File: config.mk
export PLATFORM = sky130hd
export DESIGN_NAME = spi_cfg_hub_flat
export DESIGN_NICKNAME = d
export VERILOG_FILES = /design/src/rtl/spi_cfg_hub_if.sv /design/src/rtl/spi_cfg_hub.sv /design/src/flat_wrapper.sv
export SDC_FILE = /design/constraint.sdc
export NUM_CORES = 1
export LEC_CHECK = 0
export CAP_MARGIN = 20
export CORE_UTILIZATION = 45
export CTS_BUF_LIST = sky130_fd_sc_hd__clkbuf_16
export DETAILED_ROUTE_END_ITERATION = 8
export PLACE_DENSITY = 0.7
export SLEW_MARGIN = 25
export SYNTH_ARGS = -nofsm -noshare
export SYNTH_HDL_FRONTEND = slang
export SYNTH_SLANG_ARGS = --single-unit
export TNS_END_PERCENT = 20
File: constraint.sdc
create_clock -name clk -period 3.6 [get_ports clk]
set_clock_uncertainty 0.15 [all_clocks]
set_input_delay 0.54 -clock clk [delete_from_list [all_inputs] [get_ports clk]]
set_output_delay 0.54 -clock clk [all_outputs]
set_load 0.01 [all_outputs]
File: src/rtl/spi_cfg_hub_if.sv
`timescale 1ns/1ps
`default_nettype none
// ============================================================================
// Module   : spi_cfg_hub_if
// Purpose  : SPI pin bundle between an MCU SPI master and the spi_cfg_hub
//            slave.
// Signals  : ncs_spi  - chip select, active low (master -> slave)
//            sck_spi  - SPI clock, mode 0   (master -> slave)
//            mosi_spi - data, MSB first     (master -> slave)
//            miso_spi - data, MSB first     (slave  -> master)
// Revision : 1.0 - initial release
// ============================================================================
interface spi_cfg_hub_if;
  logic ncs_spi;
  logic sck_spi;
  logic mosi_spi;
  logic miso_spi;

  modport master (
    output ncs_spi,
    output sck_spi,
    output mosi_spi,
    input  miso_spi
  );

  modport slave (
    input  ncs_spi,
    input  sck_spi,
    input  mosi_spi,
    output miso_spi
  );
endinterface
`default_nettype wire

File: src/rtl/spi_cfg_hub.sv
`timescale 1ns/1ps
`default_nettype none
// ============================================================================
// Module   : spi_cfg_hub
// Purpose  : SPI mode-0 slave that exposes a bank of NUM_CFG configuration
//            registers (single or auto-increment burst access, per-register
//            write strobes) and a sequential status + capture-memory read
//            stream. Illegal accesses fall into a silent discard state.
// Ports    : clk, rst_n   - system clock, async active-low reset
//            spi          - SPI pins (slave modport), asynchronous to clk
//            cfg_out      - register k at [k*CFG_W +: CFG_W]
//            cfg_wr       - one-clk write strobe per register
//            status_in    - 16-bit status word streamed before memory data
//            mem_addr     - capture-memory read address
//            mem_data     - capture-memory read data (1 clk after mem_addr)
//            spi_busy     - synchronised chip select is low
// Revision : 1.0 - initial release
// ============================================================================
module spi_cfg_hub #(
  parameter int         NUM_CFG = 4,
  parameter int         CFG_W   = 32,
  parameter int         MEM_AW  = 11,
  parameter int         MEM_DW  = 16,
  parameter logic [7:0] DEV_ID  = 8'h91
) (
  input  wire logic                       clk,
  input  wire logic                       rst_n,
  spi_cfg_hub_if.slave                    spi,
  output logic [NUM_CFG*CFG_W-1:0]        cfg_out,
  output logic [NUM_CFG-1:0]              cfg_wr,
  input  wire logic [15:0]                status_in,
  output logic [MEM_AW-1:0]               mem_addr,
  input  wire logic [MEM_DW-1:0]          mem_data,
  output logic                            spi_busy
);

  // Transmit shifter is wide enough for the longest word; loads are left-justified.
  localparam int c_TX_W0  = (CFG_W > 16) ? CFG_W : 16;
  localparam int c_TX_W   = (c_TX_W0 > MEM_DW) ? c_TX_W0 : MEM_DW;
  localparam int c_CNT_W  = $clog2(c_TX_W) + 1;
  localparam int c_IDX_W  = (NUM_CFG > 1) ? $clog2(NUM_CFG) : 1;

  localparam logic [c_CNT_W-1:0] c_LAST_CMD = c_CNT_W'(7);
  localparam logic [c_CNT_W-1:0] c_LAST_CFG = c_CNT_W'(CFG_W - 1);
  localparam logic [c_CNT_W-1:0] c_LAST_STS = c_CNT_W'(15);
  localparam logic [c_CNT_W-1:0] c_LAST_MEM = c_CNT_W'(MEM_DW - 1);
  localparam logic [4:0]         c_NCFG     = 5'(NUM_CFG);

  typedef enum logic [2:0] {
    S_IDLE    = 3'd0,
    S_CMD     = 3'd1,
    S_CFG     = 3'd2,
    S_STATUS  = 3'd3,
    S_MEM     = 3'd4,
    S_DISCARD = 3'd5
  } state_t;

  // --------------------------------------------------------------------------
  // Synchronisers and registered edge pulses
  // --------------------------------------------------------------------------
  logic [1:0] r_ncs_s;
  logic       r_ncs_d;
  logic       r_ncs_fall;
  logic       r_ncs_rise;
  logic [1:0] r_vld;
  logic       r_armed;
  logic [1:0] r_sck_s;
  logic       r_sck_d;
  logic       r_sck_rise;
  logic       r_sck_fall;
  logic [1:0] r_mosi_s;
  logic       r_busy;

  // The ncs chain resets to "deselected". r_armed only allows an ncs-fall
  // once a genuine post-reset high has been seen, so a reset released while
  // the master still holds ncs low does not start a bogus transaction.
  always_ff @(posedge clk or negedge rst_n) begin
    if (!rst_n) begin
      r_ncs_s    <= 2'b11;
      r_ncs_d    <= 1'b1;
      r_ncs_fall <= 1'b0;
      r_ncs_rise <= 1'b0;
      r_vld      <= 2'b00;
      r_armed    <= 1'b0;
      r_sck_s    <= 2'b00;
      r_sck_d    <= 1'b0;
      r_sck_rise <= 1'b0;
      r_sck_fall <= 1'b0;
      r_mosi_s   <= 2'b00;
      r_busy     <= 1'b0;
    end else begin
      r_ncs_s    <= {r_ncs_s[0], spi.ncs_spi};
      r_ncs_d    <= r_ncs_s[1];
      r_ncs_fall <= r_armed & r_ncs_d & ~r_ncs_s[1];
      r_ncs_rise <= ~r_ncs_d & r_ncs_s[1];
      r_vld      <= {r_vld[0], 1'b1};
      r_armed    <= r_armed | (r_vld[1] & r_ncs_s[1]);
      r_sck_s    <= {r_sck_s[0], spi.sck_spi};
      r_sck_d    <= r_sck_s[1];
      r_sck_rise <= ~r_sck_d & r_sck_s[1];
      r_sck_fall <= r_sck_d & ~r_sck_s[1];
      r_mosi_s   <= {r_mosi_s[0], spi.mosi_spi};
      r_busy     <= ~r_ncs_d;
    end
  end

  // --------------------------------------------------------------------------
  // Protocol FSM
  // --------------------------------------------------------------------------
  state_t               r_state;
  logic [c_TX_W-1:0]    r_tx;
  logic [CFG_W-1:0]     r_rx;
  logic [c_CNT_W-1:0]   r_cnt;
  logic                 r_hold;
  logic                 r_wr;
  logic                 r_burst;
  logic [3:0]           r_addr;
  logic [CFG_W-1:0]     r_cfg [NUM_CFG];
  logic [NUM_CFG-1:0]   r_cfg_wr;
  logic [MEM_AW-1:0]    r_mem_addr;

  logic                 w_mosi;
  logic [7:0]           w_cmd;
  logic [CFG_W-1:0]     w_word;
  logic [c_IDX_W-1:0]   w_cmd_idx;
  logic [c_IDX_W-1:0]   w_idx;
  logic [c_IDX_W-1:0]   w_idx_nxt;
  logic                 w_next_ok;
  logic                 w_drive;

  assign w_mosi    = r_mosi_s[1];
  // Received word including the bit arriving with the current sck-rise pulse.
  assign w_cmd     = {r_rx[6:0], w_mosi};
  assign w_word    = {r_rx[CFG_W-2:0], w_mosi};
  assign w_cmd_idx = w_cmd[c_IDX_W-1:0];
  assign w_idx     = r_addr[c_IDX_W-1:0];
  assign w_idx_nxt = w_idx + c_IDX_W'(1);
  assign w_next_ok = (5'(r_addr) + 5'd1) < c_NCFG;

  // r_hold: a word was just loaded on an sck-rise, so the following sck-fall
  // must present that MSB rather than shift it away.
  always_ff @(posedge clk or negedge rst_n) begin
    if (!rst_n) begin
      r_state    <= S_IDLE;
      r_tx       <= '0;
      r_rx       <= '0;
      r_cnt      <= '0;
      r_hold     <= 1'b0;
      r_wr       <= 1'b0;
      r_burst    <= 1'b0;
      r_addr     <= '0;
      r_cfg_wr   <= '0;
      r_mem_addr <= '0;
      for (int k = 0; k < NUM_CFG; k++) r_cfg[k] <= '0;
    end else begin
      r_cfg_wr <= '0;
      if (r_ncs_rise) begin
        // Any partial word is simply dropped; mem_addr keeps its value.
        r_state <= S_IDLE;
        r_cnt   <= '0;
        r_hold  <= 1'b0;
      end else if (r_state == S_IDLE) begin
        if (r_ncs_fall) begin
          r_tx    <= c_TX_W'(DEV_ID) << (c_TX_W - 8);
          r_cnt   <= '0;
          r_hold  <= 1'b0;
          r_state <= S_CMD;
        end
      end else if (r_sck_fall) begin
        if (r_hold) r_hold <= 1'b0;
        else        r_tx   <= {r_tx[c_TX_W-2:0], 1'b0};
      end else if (r_sck_rise) begin
        r_rx  <= w_word;
        r_cnt <= r_cnt + c_CNT_W'(1);
        case (r_state)
          S_CMD: begin
            if (r_cnt == c_LAST_CMD) begin
              r_cnt   <= '0;
              r_wr    <= w_cmd[7];
              r_burst <= w_cmd[6];
              r_addr  <= w_cmd[3:0];
              if ({1'b0, w_cmd[3:0]} < c_NCFG) begin
                r_tx    <= c_TX_W'(r_cfg[w_cmd_idx]) << (c_TX_W - CFG_W);
                r_hold  <= 1'b1;
                r_state <= S_CFG;
              end else if (w_cmd[3:0] == 4'hF) begin
                r_tx       <= c_TX_W'(status_in) << (c_TX_W - 16);
                r_hold     <= 1'b1;
                r_mem_addr <= '0;
                r_state    <= S_STATUS;
              end else begin
                r_state <= S_DISCARD;
              end
            end
          end
          S_CFG: begin
            if (r_cnt == c_LAST_CFG) begin
              r_cnt <= '0;
              if (r_wr) begin
                r_cfg[w_idx]    <= w_word;
                r_cfg_wr[w_idx] <= 1'b1;
              end
              if (r_burst && w_next_ok) begin
                r_addr <= r_addr + 4'd1;
                r_tx   <= c_TX_W'(r_cfg[w_idx_nxt]) << (c_TX_W - CFG_W);
                r_hold <= 1'b1;
              end else begin
                r_state <= S_DISCARD;
              end
            end
          end
          S_STATUS: begin
            if (r_cnt == c_LAST_STS) begin
              r_cnt      <= '0;
              r_tx       <= c_TX_W'(mem_data) << (c_TX_W - MEM_DW);
              r_hold     <= 1'b1;
              r_mem_addr <= r_mem_addr + MEM_AW'(1);
              r_state    <= S_MEM;
            end
          end
          S_MEM: begin
            // mem_data has been stable for a whole word since the last
            // address step, so the RAM latency is always covered.
            if (r_cnt == c_LAST_MEM) begin
              r_cnt      <= '0;
              r_tx       <= c_TX_W'(mem_data) << (c_TX_W - MEM_DW);
              r_hold     <= 1'b1;
              r_mem_addr <= r_mem_addr + MEM_AW'(1);
            end
          end
          default: ;  // DISCARD: wait for ncs-rise
        endcase
      end
    end
  end

  // --------------------------------------------------------------------------
  // Outputs
  // --------------------------------------------------------------------------
  assign w_drive = ((r_state == S_CMD) || (r_state == S_CFG) ||
                    (r_state == S_STATUS) || (r_state == S_MEM)) && !r_ncs_s[1];

  assign spi.miso_spi = w_drive & r_tx[c_TX_W-1];
  assign cfg_wr       = r_cfg_wr;
  assign mem_addr     = r_mem_addr;
  assign spi_busy     = r_busy;

  generate
    for (genvar k = 0; k < NUM_CFG; k++) begin : g_pack
      assign cfg_out[k*CFG_W +: CFG_W] = r_cfg[k];
    end
  endgenerate

endmodule
`default_nettype wire

File: src/flat_wrapper.sv
// flat-port wrapper written by rule: the top's interface ports become plain ports
module spi_cfg_hub_flat 
#(
  parameter int         NUM_CFG = 4,
  parameter int         CFG_W   = 32,
  parameter int         MEM_AW  = 11,
  parameter int         MEM_DW  = 16,
  parameter logic [7:0] DEV_ID  = 8'h91
)
  (clk, rst_n, cfg_out, cfg_wr, status_in, mem_addr, mem_data, spi_busy, spi_ncs_spi, spi_sck_spi, spi_mosi_spi, spi_miso_spi);
  spi_cfg_hub_if spi_i ();
  input  wire logic clk;
  input  wire logic rst_n;
  output logic [NUM_CFG*CFG_W-1:0] cfg_out;
  output logic [NUM_CFG-1:0] cfg_wr;
  input  wire logic [15:0] status_in;
  output logic [MEM_AW-1:0] mem_addr;
  input  wire logic [MEM_DW-1:0] mem_data;
  output logic spi_busy;
  input wire logic [$bits(spi_i.ncs_spi)-1:0] spi_ncs_spi;
  input wire logic [$bits(spi_i.sck_spi)-1:0] spi_sck_spi;
  input wire logic [$bits(spi_i.mosi_spi)-1:0] spi_mosi_spi;
  output wire logic [$bits(spi_i.miso_spi)-1:0] spi_miso_spi;
  assign spi_i.ncs_spi = spi_ncs_spi;
  assign spi_i.sck_spi = spi_sck_spi;
  assign spi_i.mosi_spi = spi_mosi_spi;
  assign spi_miso_spi = spi_i.miso_spi;
  spi_cfg_hub #(.NUM_CFG(NUM_CFG), .CFG_W(CFG_W), .MEM_AW(MEM_AW), .MEM_DW(MEM_DW), .DEV_ID(DEV_ID)) u_core (.clk(clk), .rst_n(rst_n), .spi(spi_i), .cfg_out(cfg_out), .cfg_wr(cfg_wr), .status_in(status_in), .mem_addr(mem_addr), .mem_data(mem_data), .spi_busy(spi_busy));
endmodule
==> Word level (Yosys, flattened, before mapping) <==
Index checks and enable logic that the tools add are counted.
{ "classes": {"n_lt_le_gt_ge": 8, "n_eq_ne": 32, "n_bitwise": 18, "n_reduce_logical": 27, "add_sub_neg": 5, "mux": 72} }
{ "op_table": {"columns": ["cell", "n"], "rows": [
  ["$mux 32", 16],
  ["$bmux 32 s2", 2],
  ["$bwmux 128", 1],
  ["$pmux 32 s3", 1],
  ["$demux 32 s2", 1],
  ["$mux 6", 8],
  ["$mux 11", 4],
  ["$mux 4", 10],
  ["$mux 3", 11],
  ["$ne 4x1->1 const B", 7],
  ["$ne 5x1->1 const B", 5],
  ["$reduce_and 8->1", 3],
  ["$pmux 11 s2", 1],
  ["$pmux 6 s3", 1],
  ["$mux 1", 12],
  ["$ne 2x1->1 const B", 6],
  ["$add 11x1->11 const B", 1],
  ["$reduce_and 10->1", 1],
  ["$reduce_bool 5->1", 2],
  ["$ge 3x3->1 const B", 3],
  ["$not 2->3", 3],
  ["$pmux 3 s3", 1],
  ["$reduce_and 9->1", 1],
  ["$pmux 4 s2", 1],
  ["40 further kinds", 60]
]} }
{ "word_totals": {"word_cells": 188, "in_bits": 37, "ff_bits": 238, "output_inout_bits": 145} }

==> Depth between registers and ports, before layout <==
{ "logic_depth": {"depth_word": 11, "mapped_depth": 12, "mapped_depth_nobuf": 7} }

==> Least setup slack after synthesis <==
OpenSTA, ideal clock, no wires.
{ "synth_timing": {"kind": "flip-flop to flip-flop", "from": "register u_core.r_addr[0]", "to": "register u_core.r_tx[18]", "t_required_ns": 3.322, "path_stages_with_launch": 12, "period_less_slack_ns": 3.368, "arrival_ns": 3.091, "path_slack_ns": 0.232, "path_cell_list": "dfrtp_1 -> buf_2 -> buf_2 -> buf_1 -> inv_1 -> ha_1 -> buf_2 -> buf_2 -> mux4_2 -> o221ai_1 -> a211oi_1 -> mux2_1"} }
{ "synth_between": {"elab_chain_len": 11, "elab_cells_between_ends": 16} }
{ "synth_lines": {"columns": ["element", "line_no", "rtl"], "rows": [
  ["start, declared", "spi_cfg_hub.sv:117", "logic [3:0] r_addr;"],
  ["start signal, assigned", "spi_cfg_hub.sv:181", "r_addr <= w_cmd[3:0];"],
  ["start signal, assigned", "spi_cfg_hub.sv:204", "r_addr <= r_addr + 4'd1;"],
  ["$add 2x1->2", "spi_cfg_hub.sv:137", "assign w_idx_nxt = w_idx + c_IDX_W'(1);"],
  ["$not 2->3 (implied by the code)", "spi_cfg_hub.sv:205", "r_tx <= c_TX_W'(r_cfg[w_idx_nxt]) << (c_TX_W - CFG_W);"],
  ["$bmux 32 s2", "spi_cfg_hub.sv:205", null],
  ["$mux 32 (implied by the code) (2 in a row)", "spi_cfg_hub.sv:205", null],
  ["$mux 32", "spi_cfg_hub.sv:203", "if (r_burst && w_next_ok) begin"],
  ["$mux 32", "spi_cfg_hub.sv:197", "if (r_cnt == c_LAST_CFG) begin"],
  ["$pmux 32 s3", "spi_cfg_hub.sv:175", "case (r_state)"],
  ["$mux 32", "spi_cfg_hub.sv:172", "end else if (r_sck_rise) begin"],
  ["$mux 32", "spi_cfg_hub.sv:169", "end else if (r_sck_fall) begin"],
  ["$mux 32", "spi_cfg_hub.sv:162", "end else if (r_state == S_IDLE) begin"],
  ["end signal, assigned", "spi_cfg_hub.sv:164", "r_tx <= c_TX_W'(DEV_ID) << (c_TX_W - 8);"],
  ["end signal, assigned", "spi_cfg_hub.sv:171", "else r_tx <= {r_tx[c_TX_W-2:0], 1'b0};"],
  ["end signal, assigned", "spi_cfg_hub.sv:183", "r_tx <= c_TX_W'(r_cfg[w_cmd_idx]) << (c_TX_W - CFG_W);"],
  ["end, declared", "spi_cfg_hub.sv:111", "logic [c_TX_W-1:0] r_tx;"]
]} }
Parallel ways exist; a longest one is shown, timed or not. The select of a mux whose other input is x is not followed.
A chain may end at the register's enable or synchronous reset.

==> Worst setup path after layout <==
{ "layout_timing": {"from": "register u_core.r_state[1]", "to": "output spi_miso_spi"} }
{ "layout_between": {"elab_chain_len": 6, "elab_cells_between_ends": 9} }
{ "layout_lines": {"columns": ["element", "line_no", "rtl"], "rows": [
  ["start, declared", "spi_cfg_hub.sv:110", "state_t r_state;"],
  ["start signal, assigned", "spi_cfg_hub.sv:144", "r_state <= S_IDLE;"],
  ["start signal, assigned", "spi_cfg_hub.sv:159", "r_state <= S_IDLE;"],
  ["start signal, assigned", "spi_cfg_hub.sv:167", "r_state <= S_CMD;"],
  ["$eq 3x1->1 or $eq 3x2->1 (tied branches)", "spi_cfg_hub.sv:240", "assign w_drive = ((r_state == S_CMD) || (r_state == S_CFG) ||"],
  ["$logic_or 1x1->1 (2 in a row)", "spi_cfg_hub.sv:240", null],
  ["$logic_or 1x1->1 (*)", "spi_cfg_hub.sv:241", "(r_state == S_STATUS) || (r_state == S_MEM)) && !r_ncs_s[1];"],
  ["$logic_and 1x1->1 (*)", "spi_cfg_hub.sv:241", null],
  ["$and 1x1->1 (*)", "spi_cfg_hub.sv:243", "assign spi.miso_spi = w_drive & r_tx[c_TX_W-1];"],
  ["end, declared", "flat_wrapper.sv:23", "output wire logic [$bits(spi_i.miso_spi)-1:0] spi_miso_spi;"]
]} }
Every way passes the cells marked *; elsewhere a longest branch is shown, timed or not.

==> results_dict.tcl <==
set metrics [dict create \
    drive_above_1_share 0.1700 \
    final_core_util 0.5743 \
    post_cts_buffers 0 \
    port_buffers 181 \
    cts_made_buffers 26 \
    synth_top_area_frac 0.4870 \
    finalHoldViolations 0 \
    ys.warnings.count 0 \
    cap_violations 0 \
    async_flop_share 1.000 \
    avgSynthCellArea_um2 13.00 \
    cts.clk_slew.worst_paths_ns 0.06 \
    area_growth_pct 24.65 \
    switchingPower_mw 2.649 \
    synth.top_cells.by_count "dfrtp_1 (235), mux2_1 (151), mux4_2 (64)" \
    clock_sinks 238 \
    cts_max_level 1 \
    ant_nets 0 \
    cts.repair.resized 0 \
    fin_crit_ns 3.180 \
    yosysTopAreaCell "dfrtp_1" \
    num_rows 59 \
    irDropWorstVdd_uv 340.4 \
    grt-ovfl-total 0 \
    grt_usage 0.2396 \
    synth_area_leaders "dfrtp_1 (49%), mux2_1 (14%), mux4_2 (12%)" \
    wire_per_inst_um 22.33 \
    initial_core_util 0.4607 \
    layout.nets 1135 \
    worstPathArrival_ns 2.49 \
    p_per_area_mw_per_mm2 520.5 \
    cts_root_buf "clkbuf_16" \
    synth_cells 929 \
    yosysMostFrequentCell "dfrtp_1" \
    first_pass_iters 7 \
    power.internal_mw 5.185 \
    wl_um 32330 \
    cp.required_ns 2.91 \
    tightest_slew_ns 0.8547 \
    seq_area_frac_synth 0.4936 \
    swShare 0.3381 \
    p_leak_nw 6.777 \
    synth_nets 972 \
    violations "DRC" \
    setup_viol 0 \
    synth.distinct_cells 62 \
    hp-class "register to register" \
    grt_pass1_vias 8733 \
    critPathLaunchType "register" \
    gp_congestion 0.9084 \
    post-route-period-util 0.8832 \
    first_iter_violations 601 \
    core_area_mm2 0.02621 \
    fin_tns_setup_ns 0 \
    num-fill-cells 2124 \
    ys.flop_type "dfrtp_1" \
    rsz0062_at_grt "no" \
    grt_pass1_wl_um 51790 \
    ios 182 \
    antenna_found_initial 1 \
    power.share.sequential 0.396 \
    die_y_um 165.8 \
    p_clk_frac 0.328 \
    syn_area_mm2 0.01207 \
    clk_latency_ns 0.55 \
    post-route-drc-count 6 \
    ys_ff_latch 238 \
    dp_hpwl_um 21820 \
    combPwrFrac 0.276 \
    die-area_mm2 0.02749 \
    grt_max_degree 92 \
    cp_max_fo 17 \
    die_w_um 165.8 \
    rrSetupSlack_ns 0.60 \
    relSlewSlack 0.4302 \
    max_freq_ghz 0.3145 \
    cp-end-kind "output pin" \
    cts_hold_buf 1 \
    outcome "finished, violations left" \
    vias 8666 \
    finalMaxSlewViolations 0 \
    cts_buffer_depth 3 \
    critical_path_class "register to output pin" \
    synth_edf_count 0 \
    via_per_inst 5.985 \
    cts_tree "built" \
]
-- state kept, by name, indices dropped and copies added (netlist names), 3 cells and up --
register,flops
u_core.r_tx,32
u_core.r_cnt,6
u_core.mem_addr,11
u_core.cfg_wr,4
u_core.r_rx,31
u_core.r_addr,4
u_core.r_state,3
u_core.cfg_out,128
-- through the flow --
stage	setup WS [ns]	area [um2]	power [mW]	std cells	hold slack [ns]
2_1_floorplan	0.2316	12070	4.666	929	0.09441
3_3_place_gp	0.6478	14210	5.267	1398	0.1827
3_5_place_dp	0.5662	14210	5.307	1398	0.1846
4_1_cts	0.3979	15050	7.886	1447	0.1971
5_1_grt	0.2971	15050	8.241	1448	0.2018
6_report	0.4203	15050	7.834	1448	0.2005
-- worst max-delay path: stages (launching register included) --
cell             delay (ns)
dfrtp_1                0.59
or3_1                  0.61
and4b_1                0.27
clkdlybuf4s50_1        0.48
-- final cells by class --
type	count	area (um2)	area share
multi-input cells	610	5758	0.3826
diodes	1	2.502	0.0001663
repair buffers	206	2044	0.1358
flip-flops and latches	238	5963	0.3962
clock buffers	26	650.6	0.04323
inverters	10	37.54	0.002494
clock inverters	22	175.2	0.01164
well taps	335	419.2	0.02785
-- cells by family (layout without fill, tap and decap cells) --
logic type,count (synthesis),after routing,synth area share
DFF,238,238,0.4936
buffers and inverters,81,264,0.03109
adders and majority gates,6,6,0.006217
muxes,264,264,0.3051
other,1,2,0.0003106
and+or+nand+nor,150,150,0.06539
AOI/OAI and AO/OA,188,188,0.09762
xor gates and xnor gates,1,1,0.0007255
-- path summary, 6_finish.rpt --
check | depth (start not counted) | endpoint | from
max reg2reg | 9 | u_core.r_tx[6]$_DFFE_PN0P_ | u_core.r_addr[0]$_DFFE_PN0P_
max in group asynchronous | 3 | u_core.r_ncs_s[0]$_DFF_PN1_ | rst_n
max | 3 | spi_miso_spi | u_core.r_state[1]$_DFFE_PN0P_
min in group asynchronous | 2 | u_core.cfg_out[86]$_DFFE_PN0P_ | rst_n
min reg2reg | 0 | u_core.r_vld[1]$_DFF_PN0_ | u_core.r_vld[0]$_DFF_PN0_
min | 0 | u_core.r_vld[1]$_DFF_PN0_ | u_core.r_vld[0]$_DFF_PN0_
-- cells in the final DEF (no fill, tap or decap), types with 5 or more instances in the layout --
cell type	netlist	layout
dfrtp_1	235	232
clkdlybuf4s50_1	0	180
mux2_1	151	151
mux4_2	64	64
a21oi_1	55	54
o21ai_0	48	48
nand2_1	46	44
mux2_2	41	41
nor2_1	32	32
clkbuf_16	0	26
buf_4	4	21
a22oi_1	17	17
o221ai_1	16	16
inv_1	10	15
a211oi_1	13	13
and2_1	11	11
nor2b_1	9	9
nand3_1	9	9
mux2i_1	8	8
o31ai_1	8	8
clkinv_2	0	8
o21ai_1	6	6
nand2b_1	5	5
nor3_1	5	5
ha_1	6	5
clkinv_1	0	5
-- power by group through the flow --
stage	Clock, mW	Combinational [mW]	Sequential, mW
finish	2.57	2.16	3.10
global route	2.73	2.37	3.14
CTS	2.62	2.17	3.10
detailed placement	0	2.16	3.15
global placement	0	2.13	3.14
floorplan	0	1.68	2.99
-- per-layer routing --
layer	share of wire	vias to the layer above	track usage
li1	-	3857	-
met2	0.48	273	0.3873
met4	0.019	0	0.05445
met1	0.45	4495	0.3434
met5	0	-	0
met3	0.055	41	0.03599
No activity file was read; power rests on OpenSTA's default activity.
